--- config.mk ---
export PLATFORM = sky130hd
export DESIGN_NAME = fpdlink_link_ctrl_flat
export DESIGN_NICKNAME = d
export VERILOG_FILES = /design/src/rtl/fpdlink_pkg.sv /design/src/rtl/fpdlink_link_ctrl_if.sv /design/src/rtl/fpdlink_frame_gate.sv /design/src/rtl/fpdlink_link_ctrl.sv /design/src/flat_wrapper.sv
export SDC_FILE = /design/constraint.sdc
export NUM_CORES = 1
export LEC_CHECK = 0
export CAP_MARGIN = 20
export CORE_ASPECT_RATIO = 1.4
export CORE_MARGIN = 3
export CORE_UTILIZATION = 40
export CTS_CLUSTER_DIAMETER = 80
export DETAILED_ROUTE_END_ITERATION = 8
export REMOVE_ABC_BUFFERS = 1
export SLEW_MARGIN = 5
export SYNTH_ARGS = -nofsm -noshare
export SYNTH_HDL_FRONTEND = slang
export SYNTH_HIERARCHICAL = 1
export SYNTH_SLANG_ARGS = --single-unit
--- constraint.sdc ---
create_clock -name clk -period 3.45 [get_ports clk]
set_clock_uncertainty 0.2 [all_clocks]
set_input_delay 0.345 -clock clk [delete_from_list [all_inputs] [get_ports clk]]
set_output_delay 0.345 -clock clk [all_outputs]
set_load 0.01 [all_outputs]
--- src/rtl/fpdlink_pkg.sv ---
// Shared constants, state encoding and helpers for the FPD-Link link controller.
package fpdlink_pkg;

    localparam int unsigned FPD_WORD_W = 7;
    localparam logic [FPD_WORD_W-1:0] FPD_CLK_PATTERN = 7'b1100011;

    localparam int unsigned FPD_RST_CYCLES    = 64;
    localparam int unsigned FPD_PLL_TIMEOUT   = 65535;
    localparam int unsigned FPD_SETTLE_CYCLES = 8;
    localparam int unsigned FPD_VERIFY_CYCLES = 256;
    localparam int unsigned FPD_ERR_LIMIT     = 4;
    localparam int unsigned FPD_SKIP_FRAMES   = 5;

    typedef enum logic [2:0] {
        ST_SERDES_RST = 3'd0,
        ST_WAIT_PLL   = 3'd1,
        ST_ALIGN      = 3'd2,
        ST_SETTLE     = 3'd3,
        ST_VERIFY     = 3'd4,
        ST_LOCKED     = 3'd5
    } fpd_state_e;

    // Increment that sticks at 255 instead of wrapping.
    function automatic logic [7:0] fpd_sat_inc8(input logic [7:0] v);
        return (v == 8'hFF) ? v : (v + 8'd1);
    endfunction

endpackage

--- src/rtl/fpdlink_link_ctrl_if.sv ---
// Deserializer-side signal bundle of the link controller.
interface fpdlink_link_ctrl_if;

    logic                                pll_locked;
    logic [fpdlink_pkg::FPD_WORD_W-1:0]  clk_word;
    logic                                vsync;
    logic                                serdes_rst;
    logic                                bitslip;
    logic                                locked;
    logic                                frame_valid;
    logic [2:0]                          state;
    logic [7:0]                          relock_cnt;

    modport slave (
        input  pll_locked, clk_word, vsync,
        output serdes_rst, bitslip, locked, frame_valid, state, relock_cnt
    );

    modport master (
        output pll_locked, clk_word, vsync,
        input  serdes_rst, bitslip, locked, frame_valid, state, relock_cnt
    );

endinterface

--- src/rtl/fpdlink_frame_gate.sv ---
// Counts vsync rising edges while locked and opens frame_valid on the first
// edge after SKIP_FRAMES edges have been discarded.
module fpdlink_frame_gate
    import fpdlink_pkg::*;
#(
    parameter int unsigned SKIP_FRAMES = FPD_SKIP_FRAMES
) (
    input  logic clk,
    input  logic rst_n,
    input  logic enable,
    input  logic vsync,
    output logic frame_valid
);

    localparam logic [2:0] SKIP_MAX = 3'(SKIP_FRAMES);

    logic       en_q;
    logic       last_vsync_q;
    logic [2:0] skip_q, skip_d;
    logic       fv_q, fv_d;
    logic       rise_s;

    // The first enabled cycle only loads last_vsync, so a vsync already high
    // on entry never counts as an edge.
    assign rise_s = en_q & vsync & ~last_vsync_q;

    // Skip counter and frame_valid next-state.
    always_comb begin
        skip_d = skip_q;
        fv_d   = fv_q;
        if (!enable) begin
            skip_d = 3'd0;
            fv_d   = 1'b0;
        end else if (rise_s) begin
            if (skip_q == SKIP_MAX) begin
                fv_d = 1'b1;
            end else begin
                skip_d = skip_q + 3'd1;
            end
        end else begin
            skip_d = skip_q;
            fv_d   = fv_q;
        end
    end

    // Edge-detect history, skip counter and frame_valid registers.
    always_ff @(posedge clk or negedge rst_n) begin
        if (!rst_n) begin
            en_q         <= 1'b0;
            last_vsync_q <= 1'b0;
            skip_q       <= 3'd0;
            fv_q         <= 1'b0;
        end else begin
            en_q         <= enable;
            last_vsync_q <= vsync;
            skip_q       <= skip_d;
            fv_q         <= fv_d;
        end
    end

    assign frame_valid = fv_q;

endmodule

--- src/rtl/fpdlink_link_ctrl.sv ---
// FPD-Link receiver bring-up supervisor: deserializer reset, PLL wait,
// bitslip alignment, lock verification and lock monitoring.
module fpdlink_link_ctrl
    import fpdlink_pkg::*;
#(
    parameter logic [FPD_WORD_W-1:0] CLK_PATTERN = FPD_CLK_PATTERN,
    parameter int unsigned RST_CYCLES    = FPD_RST_CYCLES,
    parameter int unsigned PLL_TIMEOUT   = FPD_PLL_TIMEOUT,
    parameter int unsigned SETTLE_CYCLES = FPD_SETTLE_CYCLES,
    parameter int unsigned VERIFY_CYCLES = FPD_VERIFY_CYCLES,
    parameter int unsigned ERR_LIMIT     = FPD_ERR_LIMIT,
    parameter int unsigned SKIP_FRAMES   = FPD_SKIP_FRAMES
) (
    input  logic                 clk,
    input  logic                 rst_n,
    fpdlink_link_ctrl_if.slave   link_if
);

    localparam logic [15:0] RST_LAST    = 16'(RST_CYCLES - 1);
    localparam logic [15:0] PLL_LAST    = 16'(PLL_TIMEOUT - 1);
    // The first SETTLE cycle carries the bitslip pulse; the wait follows it.
    localparam logic [15:0] SETTLE_LAST = 16'(SETTLE_CYCLES);
    localparam logic [15:0] VERIFY_LAST = 16'(VERIFY_CYCLES - 1);
    localparam logic [2:0]  ERR_LAST    = 3'(ERR_LIMIT - 1);

    logic                  pll_meta_q, pll_sync_q;
    logic [FPD_WORD_W-1:0] clk_word_q;
    fpd_state_e            state_q, state_d;
    logic [15:0]           cnt_q, cnt_d;
    logic [2:0]            slip_q, slip_d;
    logic [2:0]            err_q, err_d;
    logic [7:0]            relock_q, relock_d;
    logic                  serdes_rst_q, serdes_rst_d;
    logic                  bitslip_q, bitslip_d;
    logic                  locked_q, locked_d;
    logic                  match_s, pll_lost_s, relock_inc_s, gate_en_s;

    // Double-flop the asynchronous PLL lock and register the clock-lane word.
    always_ff @(posedge clk or negedge rst_n) begin
        if (!rst_n) begin
            pll_meta_q <= 1'b0;
            pll_sync_q <= 1'b0;
            clk_word_q <= 7'd0;
        end else begin
            pll_meta_q <= link_if.pll_locked;
            pll_sync_q <= pll_meta_q;
            clk_word_q <= link_if.clk_word;
        end
    end

    assign match_s = (clk_word_q == CLK_PATTERN);

    // Next state and counters; PLL loss outranks every other transition.
    always_comb begin
        state_d      = state_q;
        cnt_d        = cnt_q + 16'd1;
        slip_d       = slip_q;
        err_d        = err_q;
        relock_inc_s = 1'b0;
        pll_lost_s   = !pll_sync_q && (state_q != ST_SERDES_RST) && (state_q != ST_WAIT_PLL);
        if (pll_lost_s) begin
            state_d      = ST_SERDES_RST;
            cnt_d        = 16'd0;
            relock_inc_s = (state_q == ST_ALIGN) || (state_q == ST_VERIFY) || (state_q == ST_LOCKED);
        end else begin
            case (state_q)
                ST_SERDES_RST: begin
                    if (cnt_q == RST_LAST) begin
                        state_d = ST_WAIT_PLL;
                        cnt_d   = 16'd0;
                    end else begin
                        state_d = ST_SERDES_RST;
                    end
                end
                ST_WAIT_PLL: begin
                    if (pll_sync_q) begin
                        state_d = ST_ALIGN;
                        cnt_d   = 16'd0;
                        slip_d  = 3'd0;
                    end else if (cnt_q == PLL_LAST) begin
                        state_d      = ST_SERDES_RST;
                        cnt_d        = 16'd0;
                        relock_inc_s = 1'b1;
                    end else begin
                        state_d = ST_WAIT_PLL;
                    end
                end
                ST_ALIGN: begin
                    cnt_d = 16'd0;
                    if (match_s) begin
                        state_d = ST_VERIFY;
                    end else if (slip_q < 3'd6) begin
                        state_d = ST_SETTLE;
                        slip_d  = slip_q + 3'd1;
                    end else begin
                        state_d      = ST_SERDES_RST;
                        relock_inc_s = 1'b1;
                    end
                end
                ST_SETTLE: begin
                    if (cnt_q == SETTLE_LAST) begin
                        state_d = ST_ALIGN;
                        cnt_d   = 16'd0;
                    end else begin
                        state_d = ST_SETTLE;
                    end
                end
                ST_VERIFY: begin
                    if (!match_s) begin
                        state_d = ST_ALIGN;
                        cnt_d   = 16'd0;
                    end else if (cnt_q == VERIFY_LAST) begin
                        state_d = ST_LOCKED;
                        cnt_d   = 16'd0;
                        err_d   = 3'd0;
                    end else begin
                        state_d = ST_VERIFY;
                    end
                end
                ST_LOCKED: begin
                    cnt_d = 16'd0;
                    if (match_s) begin
                        err_d = 3'd0;
                    end else if (err_q == ERR_LAST) begin
                        state_d      = ST_SERDES_RST;
                        err_d        = 3'd0;
                        relock_inc_s = 1'b1;
                    end else begin
                        err_d = err_q + 3'd1;
                    end
                end
                default: begin
                    state_d = ST_SERDES_RST;
                    cnt_d   = 16'd0;
                end
            endcase
        end
    end

    // Output next values derived from the next state so the registered
    // outputs change in the same cycle as the state register.
    always_comb begin
        serdes_rst_d = (state_d == ST_SERDES_RST);
        bitslip_d    = (state_q == ST_ALIGN) && (state_d == ST_SETTLE);
        locked_d     = (state_d == ST_LOCKED);
        gate_en_s    = (state_d == ST_LOCKED);
        relock_d     = relock_inc_s ? fpd_sat_inc8(relock_q) : relock_q;
    end

    // State, counter and output registers.
    always_ff @(posedge clk or negedge rst_n) begin
        if (!rst_n) begin
            state_q      <= ST_SERDES_RST;
            cnt_q        <= 16'd0;
            slip_q       <= 3'd0;
            err_q        <= 3'd0;
            relock_q     <= 8'd0;
            serdes_rst_q <= 1'b1;
            bitslip_q    <= 1'b0;
            locked_q     <= 1'b0;
        end else begin
            state_q      <= state_d;
            cnt_q        <= cnt_d;
            slip_q       <= slip_d;
            err_q        <= err_d;
            relock_q     <= relock_d;
            serdes_rst_q <= serdes_rst_d;
            bitslip_q    <= bitslip_d;
            locked_q     <= locked_d;
        end
    end

    fpdlink_frame_gate #(
        .SKIP_FRAMES (SKIP_FRAMES)
    ) u_frame_gate (
        .clk         (clk),
        .rst_n       (rst_n),
        .enable      (gate_en_s),
        .vsync       (link_if.vsync),
        .frame_valid (link_if.frame_valid)
    );

    assign link_if.serdes_rst = serdes_rst_q;
    assign link_if.bitslip    = bitslip_q;
    assign link_if.locked     = locked_q;
    assign link_if.state      = state_q;
    assign link_if.relock_cnt = relock_q;

endmodule

--- src/flat_wrapper.sv ---
// flat-port wrapper written by rule: the top's interface ports become plain ports
module fpdlink_link_ctrl_flat import fpdlink_pkg::*;
#(
    parameter logic [FPD_WORD_W-1:0] CLK_PATTERN = FPD_CLK_PATTERN,
    parameter int unsigned RST_CYCLES    = FPD_RST_CYCLES,
    parameter int unsigned PLL_TIMEOUT   = FPD_PLL_TIMEOUT,
    parameter int unsigned SETTLE_CYCLES = FPD_SETTLE_CYCLES,
    parameter int unsigned VERIFY_CYCLES = FPD_VERIFY_CYCLES,
    parameter int unsigned ERR_LIMIT     = FPD_ERR_LIMIT,
    parameter int unsigned SKIP_FRAMES   = FPD_SKIP_FRAMES
)
  (clk, rst_n, link_if_pll_locked, link_if_clk_word, link_if_vsync, link_if_serdes_rst, link_if_bitslip, link_if_locked, link_if_frame_valid, link_if_state, link_if_relock_cnt);
  fpdlink_link_ctrl_if link_if_i ();
  input  logic clk;
  input  logic rst_n;
  input wire logic [$bits(link_if_i.pll_locked)-1:0] link_if_pll_locked;
  input wire logic [$bits(link_if_i.clk_word)-1:0] link_if_clk_word;
  input wire logic [$bits(link_if_i.vsync)-1:0] link_if_vsync;
  output wire logic [$bits(link_if_i.serdes_rst)-1:0] link_if_serdes_rst;
  output wire logic [$bits(link_if_i.bitslip)-1:0] link_if_bitslip;
  output wire logic [$bits(link_if_i.locked)-1:0] link_if_locked;
  output wire logic [$bits(link_if_i.frame_valid)-1:0] link_if_frame_valid;
  output wire logic [$bits(link_if_i.state)-1:0] link_if_state;
  output wire logic [$bits(link_if_i.relock_cnt)-1:0] link_if_relock_cnt;
  assign link_if_i.pll_locked = link_if_pll_locked;
  assign link_if_i.clk_word = link_if_clk_word;
  assign link_if_i.vsync = link_if_vsync;
  assign link_if_serdes_rst = link_if_i.serdes_rst;
  assign link_if_bitslip = link_if_i.bitslip;
  assign link_if_locked = link_if_i.locked;
  assign link_if_frame_valid = link_if_i.frame_valid;
  assign link_if_state = link_if_i.state;
  assign link_if_relock_cnt = link_if_i.relock_cnt;
  fpdlink_link_ctrl #(.CLK_PATTERN(CLK_PATTERN), .RST_CYCLES(RST_CYCLES), .PLL_TIMEOUT(PLL_TIMEOUT), .SETTLE_CYCLES(SETTLE_CYCLES), .VERIFY_CYCLES(VERIFY_CYCLES), .ERR_LIMIT(ERR_LIMIT), .SKIP_FRAMES(SKIP_FRAMES)) u_core (.clk(clk), .rst_n(rst_n), .link_if(link_if_i));
endmodule
==> metrics.yaml, run 1 <==
status: "complete, but fails checks"
failed_checks: "negative hold slack"
grt_pass1_wl_um: 8690
hold_viol: 40
max_freq_mhz: 365
cts_root_buf: "clkbuf_8"
cts-hold-fix-buffers: 0
startpoint_type: "flip-flop"
power_frac_comb_pct: 2.6
worstPathArrival_ns: 2.73
use_met2_pct: 24.7
antenna_found_initial: 0
slowest_stage: "or4_1"
grt_start_max_net_pins: 44
fin_crit_sh_pct: 79.4
drive_gt1_share_pct: 9.78
synth.avg_cell_area_um2: 10.6
antenna_cells: 0
ant_nets: 0
grt_pass1_vias: 1853
areaGrowthSynthToFinish_pct: 18.5
fin_nets: 294
multi_input_area_mm2: 0.00123
initial_core_util_pct: 41.5
cts_buffer_depth: 2
cts_tree: "built"
final_common_cell: "dfrtp_1"
coreArea_mm2: 0.00621
peakVddDrop_mv: 0.244
worstPathBufferInverterCount: 0
htreeDepth: 2
regArea_mm2: 0.00128
overflow: 0
synth_top_area_share_pct: 48.6
die_area_mm2: 0.00745
grtUsageMet3_pct: 2.10
layout_setup_ws_ns: 0.711
critical_path.max_stage_delay_ns: 0.55
pwr-share-clk_pct: 43.5
yosysWarningCount: 6
yosys.area.top_type: "dfrtp_1"
max_cap_violations: 0
p_switching_uw: 218
vias: 1870
port_buffers: 25
cp_max_fo: 4
synth_area_mm2: 0.00257
path_cells: "or4_1 > or4_4 > or2_0 > a211oi_2 > mux2_2"
clock-sinks: 51
crit_family: "simple AND/OR/NAND/NOR gates"
drv_slew: 0
power_frac_seq_pct: 54.0
fp-row-count: 34
fin_tns_setup_ns: 0
synth_seq_area_share_pct: 49.6
place_ws_ns: 0.742
die_y_um: 101
cts_made_buffers: 5
clk_pin_slew_ns: 0.10
via_per_inst: 5.37
p_leak_nw: 1.36
max_slew_margin_pct: 37.6
critPathKind: "reg2reg"
drt_iter0_markers: 88
holdWs_ns: -0.0278
post-route-min-period_ns: 2.74
ys.flop_type: "dfrtp_1"
final_cell_mix: "dfrtp_1, nor2_1, clkdlybuf4s50_1, xor2_1, nand2_1"
setup-violations-final: 0
busiest_layer: "met2"
tightestPinTransition_ns: 0.936
ys_seq_elements: 51
intPower_uw: 906
clk_latency_ns: 0.30
drt-total-wl_um: 4850
synth_edf_count: 0
cp.required_ns: 3.44
syn_inst: 244
fp.dieW_um: 73.8
ios: 26
n_fill_cell: 580
hold_class: "in2async"
drc_errors: 0
dr.pass1.iters: 4
rsz0062_at_grt: "no"
grtUsageTotal_pct: 14.6
gp_congestion: 0.824
powerDensity_mw_per_mm2: 368
ctsResizeCount: 0
ys_types: 55
async_reset_ff_share_pct: 100
endpoint_kind: "flip-flop"
place_hpwl_um: 3500
post-cts-setup-buffer-count: 0
swShare_pct: 19.4
drt-wirelength-per-cell_um: 13.9
synthTopCellsByArea: "dfrtp_1, xor2_1, nor2_1"
met1_usage_pct: 19.0
worst register-to-register path: stages, from the launching register on:
cell	delay (ns)
dfrtp_1	0.42
or4_1	0.55
or4_4	0.54
or2_0	0.23
a211oi_2	0.32
mux2_2	0.37
per-stage QoR:
stage	cells	utilization (%)	instance area, µm²	hold slack, ns	power [mW]
after detailed placement	340	46.9	2910	0.141	0.649
after floorplan	239	-	2550	-0.151	0.622
after CTS	348	49.1	3050	0.0129	1.15
after global routing	348	49.1	3050	0.0641	1.16
final	348	49.1	3050	-0.0278	1.12
after global placement	340	46.9	2910	0.136	0.649
layer usage:
layer,vias up,wire length (µm)
met5,-,0
met4,0,85
met3,5,108
met2,25,2490
met1,905,2170
li1,935,-
cell usage after synthesis, types with 2 or more instances:
cell type / n
nand2b_1: 6
nor2b_1: 3
nor2_1: 30
and3_1: 3
nand2_1: 13
or3_1: 2
nand4_1: 4
o21ai_0: 6
a21oi_1: 6
xnor2_1: 6
clkbuf_1: 4
inv_1: 10
o22ai_1: 3
a2111oi_0: 2
mux2_2: 4
dfrtp_1: 50
ha_1: 8
nor4b_1: 2
a211oi_1: 5
and4_1: 3
a21boi_0: 4
nand3b_1: 3
or4_1: 3
a31oi_1: 2
o21ai_1: 2
xor2_1: 15
nor3_1: 2
nor4_1: 5
nand3_1: 12
power groups by stage:
stage / clock network, mW / registers (mW) / logic [mW]
floorplan: 0 / 0.618 / 0.00414
global placement: 0 / 0.619 / 0.0300
detailed placement: 0 / 0.619 / 0.0301
CTS: 0.508 / 0.607 / 0.0303
global route: 0.523 / 0.608 / 0.0329
finish: 0.488 / 0.607 / 0.0287
sequential cells by signal (all words and copies together), names as in the netlist:
name                              flops
u_core/clk_word_q                     7
u_core/cnt_q                         16
u_core/err_q                          3
u_core/link_if.bitslip                1
u_core/link_if.locked                 1
u_core/link_if.relock_cnt             8
u_core/link_if.serdes_rst             1
u_core/link_if.state                  3
u_core/pll_meta_q                     1
u_core/pll_sync_q                     1
u_core/slip_q                         3
u_core/u_frame_gate/en_q              1
u_core/u_frame_gate/frame_valid       1
u_core/u_frame_gate/last_vsync_q      1
u_core/u_frame_gate/skip_q            3
worst paths after layout:
kind | start | endpoint | slack, ns | cells past startpoint
setup / recovery | u_core/cnt_q[12] | u_core/err_q[1] | 0.71 | 5
hold / removal | rst_n | u_core/clk_word_q[2] | -0.03 | 1
setup reg to reg | u_core/cnt_q[12] | u_core/err_q[1] | 0.71 | 5
hold reg to reg | u_core/pll_meta_q | u_core/pll_sync_q | 0.16 | 0
max in group asynchronous | rst_n | u_core/cnt_q[7] | 2.43 | 2
min in group clk | u_core/pll_meta_q | u_core/pll_sync_q | 0.16 | 0
kinds of logic after synthesis:
logic type | after synthesis | synth area share, %
fa+ha+maj | 8 | 3.89
compound gates | 42 | 12.5
flops | 51 | 49.6
mux | 5 | 2.14
xor+xnor | 21 | 7.14
simple gates | 102 | 22.3
buf+inv | 15 | 2.48
area by class of cell:
type | count | area share (%)
clock buffer | 5 | 2.26
multi-input combinational | 178 | 40.4
sequential | 51 | 41.9
timing repair buffer | 29 | 9.02
tap | 72 | 2.95
clock inverter | 3 | 2.21
inverter | 10 | 1.23
No activity file was read; power rests on OpenSTA's default activity.
==> run 2: changes to the inputs <==
clock period = 2.5 ns   (was 3.45 ns; I/O delays follow)
==> run 2 against run 1 <==
- count of clock-buffer cells in the layout rose by 1
- die area did not move
- highest routed layer unchanged
- the flow finishes with violations (negative setup slack)
- wire length rose by 7.0%
- via count rose by 6.3%
- critical path type unchanged
- core utilization rose by 4.3 points
- critical endpoint unchanged
==> metrics.yaml, run 2 (same netlist as run 1, synthesis figures left out) <==
status: "complete, but fails checks"  # unchanged
failed_checks: "negative setup slack"  # was negative hold slack
cts_made_buffers: 5  # unchanged
grt_pass1_wl_um: 9000  # was 8690 µm
regMostFlops: "u_core/cnt_q"  # unchanged
overflow: 0  # unchanged
rsz0062_at_grt: "yes"  # was no
r2r_start: "u_core/cnt_q[12]"  # unchanged
final_area_mm2: 0.00331  # was 0.00305 mm²
max_slew_margin_pct: 57.5  # was 37.6%
grt_pass1_vias: 2004  # was 1853
dr.pass1.iters: 4  # unchanged
worstPathArrival_ns: 2.64  # was 2.73 ns
max_freq_mhz: 377  # was 365 MHz
total_power_mw: 1.47  # was 1.12 mW
p_leak_nw: 1.51  # was 1.36 nW
final_common_cell: "dfrtp_1"  # unchanged
cp_max_fo: 3  # was 4
clock-sinks: 51  # unchanged
cp.required_ns: 2.49  # was 3.44 ns
drt-total-wl_um: 5190  # was 4850 µm
stdcell_count: 377  # was 348
antenna_found_initial: 0  # unchanged
ant_nets: 0  # unchanged
layout_setup_ws_ns: -0.151  # was 0.711 ns
crit_end: "u_core/err_q[1]"  # unchanged
drc_errors: 0  # unchanged
startpoint_type: "flip-flop"  # unchanged
holdWs_ns: 0.154  # was -0.0278 ns
drv_slew: 0  # unchanged
gp_congestion: 0.787  # was 0.824
critPathKind: "reg2reg"  # unchanged
r2r_setup_slack_ns: -0.15  # was 0.71 ns
hold_viol: 0  # was 40
fp.dieW_um: 73.8  # unchanged
place_ws_ns: -0.216  # was 0.742 ns
drt-wirelength-per-cell_um: 13.8  # was 13.9 µm
wl_met3_um: 114  # was 108 µm
die_area_mm2: 0.00745  # unchanged
die_y_um: 101  # unchanged
dr.max_layer_used: "met4"  # unchanged
final_util_pct: 53.4  # was 49.1%
fp-row-count: 34  # unchanged
initial_core_util_pct: 41.5  # unchanged
vias: 1987  # was 1870
via_per_inst: 5.27  # was 5.37
startpoint: "u_core/cnt_q[12]"  # unchanged
reg2reg_depth: 6  # was 5
dpl_cell_area_mm2: 0.00309  # was 0.00291 mm²
drt_iter0_markers: 90  # was 88
max_cap_violations: 0  # unchanged
htreeDepth: 2  # unchanged
drive_gt1_share_pct: 20.7  # was 9.78%
placed_cells: 362  # was 340
antenna_cells: 0  # unchanged
fin_nets: 323  # was 294
ios: 26  # unchanged
grt_start_max_net_pins: 52  # was 44
powerDensity_mw_per_mm2: 444  # was 368 mW/mm²
largest_reg_flops: 16  # unchanged
fin_tns_setup_ns: -1.22  # was 0 ns
tightestPinTransition_ns: 0.637  # was 0.936 ns
port_buffers: 25  # unchanged
coreArea_mm2: 0.00621  # unchanged
place_hpwl_um: 3790  # was 3500 µm
grtUsageTotal_pct: 15.3  # was 14.6%
r2r-end: "u_core/err_q[1]"  # unchanged
cts_tree: "built"  # unchanged
dr_wl_met2_um: 2700  # was 2490 µm
setup-violations-final: 21  # was 0
cts_root_buf: "clkbuf_8"  # unchanged
final_cell_mix: "dfrtp_1, buf_4, nor2_1, clkdlybuf4s50_1, xor2_1"  # was dfrtp_1, nor2_1, clkdlybuf4s50_1, xor2_1, nand2_1
clk_latency_ns: 0.30  # about the same
areaGrowthSynthToFinish_pct: 28.7  # was 18.5%
peakVddDrop_mv: 0.275  # was 0.244 mV
cts_buffer_depth: 2  # unchanged
hold_class: "reg2reg"  # was in2async
clk_pin_slew_ns: 0.09  # was 0.10 ns
post-route-min-period_ns: 2.65  # was 2.74 ns
drt-met1-wl_um: 2280  # was 2170 µm
fin_crit_sh_pct: 106  # was 79.4%
endpoint_kind: "flip-flop"  # unchanged
[run 2: worst min path at each step]
stage / start / end / slack [ns] / cells after the start
finish: u_core/pll_meta_q / u_core/pll_sync_q / 0.15 / 0
global route: link_if_clk_word[4] / u_core/clk_word_q[4] / 0.17 / 1
CTS: u_core/pll_meta_q / u_core/pll_sync_q / 0.16 / 0
detailed placement: u_core/pll_meta_q / u_core/pll_sync_q / 0.13 / 0
global placement: u_core/pll_meta_q / u_core/pll_sync_q / 0.14 / 0
floorplan: rst_n / u_core/clk_word_q[0] / -0.25 / 0
[run 2: layout make-up]
class	instances	area, µm²
clock buffers	6	82.6
clock inverters	2	35.0
fillers	544	2900
inverters	10	37.5
multi-input cells	178	1280
flip-flops and latches	51	1280
well taps	72	90.1
repair buffers	58	508
[run 2: worst max-delay path, cell delays in order, from the launching register on]
cell and delay, ns:
dfrtp_1 0.39, or4_4 0.54, or4_4 0.55, or2_0 0.23, a211oi_2 0.18, buf_4 0.16, mux2_4 0.30
[run 2: power by group]
part / internal (mW) / leakage, nW / total (mW) / switching (mW)
Sequential: 0.832 / 0.672 / 0.836 / 0.00351
Combinational: 0.0194 / 0.781 / 0.0426 / 0.0233
Clock: 0.324 / 0.0612 / 0.592 / 0.268
Total: 1.18 / 1.51 / 1.47 / 0.295
[run 2: what timing repair did]
item,4_1_cts,5_1_grt
gates cloned,0,0
endpoints found under the setup margin,24,29
pin swaps,2,1
hold endpoints to repair,50,0
resized for setup,3,10
hold buffers,1,0
setup buffers,2,4
[run 2: routing by layer]
layer / vias up / track usage, %
met5: - / 0
met1: 964 / 18.8
li1: 988 / -
met2: 24 / 26.4
met4: 0 / 5.86
met3: 11 / 2.40
==> run 3: changes to the inputs <==
CORE_ASPECT_RATIO = default   (was 1.4)
DONT_BUFFER_PORTS = 1   (was default)
HOLD_SLACK_MARGIN = 0.05   (was default)
==> run 3 against run 2 <==
- the run still ends with negative setup slack left
- worst setup slack improved by 0.0067 ns
- critical path depth did not move
- die area fell by 0.18%
- sequential power barely moved
- cell count fell by 1.9%
- register-to-register slack barely moved
- first-iteration DRC count fell by 56%
- total power rose by 4.7%
- core utilization rose by 2.4 points
- design area rose by 2.0%
- critical path type unchanged
- largest cell class unchanged
==> metrics.yaml, run 3 (same netlist as run 1, synthesis figures left out) <==
status: "complete, but fails checks"  # unchanged
failed_checks: "negative setup slack"  # unchanged
p_leak_nw: 1.50  # was 1.51 nW
startpoint_type: "flip-flop"  # unchanged
powerDensity_mw_per_mm2: 456  # was 444 mW/mm²
ios: 26  # unchanged
drt_iter0_markers: 40  # was 90
max_slew_margin_pct: 66.6  # was 57.5%
gp_congestion: 0.793  # was 0.787
max_cap_violations: 0  # unchanged
cts_buffer_depth: 2  # unchanged
final_area_mm2: 0.00338  # was 0.00331 mm²
htreeDepth: 2  # unchanged
rsz0062_at_grt: "yes"  # unchanged
max_freq_mhz: 378  # was 377 MHz
setup-violations-final: 20  # was 21
vias: 1956  # was 1987
drt-wirelength-per-cell_um: 14.5  # was 13.8 µm
coreArea_mm2: 0.00606  # was 0.00621 mm²
cts_root_buf: "clkbuf_8"  # unchanged
areaGrowthSynthToFinish_pct: 31.3  # was 28.7%
drt-total-wl_um: 5370  # was 5190 µm
endpoint_kind: "flip-flop"  # unchanged
cts_made_buffers: 5  # unchanged
r2r_start: "u_core/cnt_q[12]"  # unchanged
largest_reg_flops: 16  # unchanged
crit_end: "u_core/err_q[1]"  # unchanged
cts_tree: "built"  # unchanged
drive_gt1_share_pct: 27.8  # was 20.7%
grt_pass1_vias: 1844  # was 2004
die_area_mm2: 0.00744  # was 0.00745 mm²
r2r_setup_slack_ns: -0.14  # was -0.15 ns
fin_tns_setup_ns: -1.68  # was -1.22 ns
critical_path.max_stage_delay_ns: 0.55  # about the same
path_cells: "or4_4 > or4_4 > or2_1 > a211oi_2 > buf_4 > mux2_4"  # was or4_4 > or4_4 > or2_0 > a211oi_2 > buf_4 > mux2_4
clock-sinks: 51  # unchanged
grtUsageTotal_pct: 14.3  # was 15.3%
port_buffers: 0  # was 25
r2r-end: "u_core/err_q[1]"  # unchanged
regMostFlops: "u_core/cnt_q"  # unchanged
post-route-min-period_ns: 2.64  # was 2.65 ns
clk_pin_slew_ns: 0.09  # about the same
slowest_stage: "or4_4"  # unchanged
min_from: "u_core/pll_meta_q"  # unchanged
tightestPinTransition_ns: 0.489  # was 0.637 ns
antenna_cells: 0  # unchanged
place_hpwl_um: 3670  # was 3790 µm
hold_class: "reg2reg"  # unchanged
startpoint: "u_core/cnt_q[12]"  # unchanged
hold_viol: 0  # unchanged
cp_max_fo: 3  # unchanged
cp.required_ns: 2.49  # about the same
fp.dieW_um: 86.2  # was 73.8 µm
critPathKind: "reg2reg"  # unchanged
die_y_um: 86.2  # was 101 µm
clk_latency_ns: 0.30  # about the same
worstPathArrival_ns: 2.64  # about the same
dpl_cell_area_mm2: 0.00290  # was 0.00309 mm²
grt_pass1_wl_um: 8400  # was 9000 µm
antenna_found_initial: 0  # unchanged
final_common_cell: "dfrtp_1"  # unchanged
peakVddDrop_mv: 0.303  # was 0.275 mV
reg2reg_depth: 6  # unchanged
total_power_mw: 1.54  # was 1.47 mW
overflow: 0  # unchanged
drc_errors: 0  # unchanged
final_cell_mix: "dfrtp_1, buf_4, xor2_1, nor2_4, nor2_1"  # was dfrtp_1, buf_4, nor2_1, clkdlybuf4s50_1, xor2_1
fin_crit_sh_pct: 106  # about the same
via_per_inst: 5.29  # was 5.27
initial_core_util_pct: 42.5  # was 41.5%
ant_nets: 0  # unchanged
dr.pass1.iters: 4  # unchanged
fin_nets: 313  # was 323
drv_slew: 0  # unchanged
layout_setup_ws_ns: -0.144  # was -0.151 ns
grt_start_max_net_pins: 52  # unchanged
fp-row-count: 28  # was 34
cpMostUsedCell: "or4_4"  # unchanged
[run 3: cell count changes in the layout (fill, tap and decap cells not counted), sizes merged]
| cell | previous run | this run |
|---|---|---|
| clkdlybuf4s50 | 24 | 0 |
| dlygate4sd3 | 1 | 10 |
| buf | 33 | 37 |
| bufinv | 1 | 2 |
| clkbuf | 6 | 7 |
| clkinv | 1 | 0 |
[run 3: critical path: cells and delay by family (launching register included)]
family,cells,cell delay (ns)
muxes,1,0.29
AOI/OAI and AO/OA,1,0.18
and+or+nand+nor,3,1.33
DFF,1,0.39
buffers and inverters,1,0.16
[run 3: timing repair]
action                     CTS  global route
resized for setup            4            39
hold buffers                11             0
pin swaps                    1            14
gates cloned                 0             1
setup endpoints to repair   22            28
hold endpoints to repair    63             0
setup buffers                1             3
[run 3: how the worst min path moves through the flow]
stage	slack (ns)	cells past startpoint	endpoint
floorplan	-0.25	0	u_core/clk_word_q[0]
global placement	-0.24	0	u_core/link_if.bitslip
detailed placement	-0.24	0	u_core/link_if.bitslip
CTS	0.17	0	u_core/pll_sync_q
global route	0.18	0	u_core/pll_sync_q
finish	0.16	0	u_core/pll_sync_q
[run 3: area by class of cell]
type | count | area [µm²]
fill | 527 | 2680
multi-input combinational | 178 | 1400
sequential | 51 | 1280
timing repair buffer | 48 | 435
tap | 75 | 93.8
clock buffer | 6 | 72.6
clock inverter | 2 | 60.1
inverter | 10 | 37.5
[run 3: report_power, final]
group	switching, mW	internal [mW]	leakage, nW
Sequential	0.00387	0.832	0.672
Combinational	0.0242	0.0196	0.758
Clock	0.260	0.400	0.0654
[run 3: stage by stage]
| stage | std cells | utilization [%] | hold WS (ns) | setup WS [ns] |
|---|---|---|---|---|
| 2_1_floorplan | 239 | - | -0.246 | -0.270 |
| 3_3_place_gp | 346 | 47.8 | -0.244 | -0.115 |
| 3_5_place_dp | 346 | 47.8 | -0.244 | -0.179 |
| 4_1_cts | 366 | 52.4 | 0.170 | -0.116 |
| 5_1_grt | 370 | 55.8 | 0.177 | -0.217 |
| 6_report | 370 | 55.8 | 0.163 | -0.144 |
[run 3: metal layers]
metal  GRT usage [%]  wire [µm]
met1            19.2       2540
met2            22.6       2510
met3            3.80        267
met4            4.53         57
met5               0          0
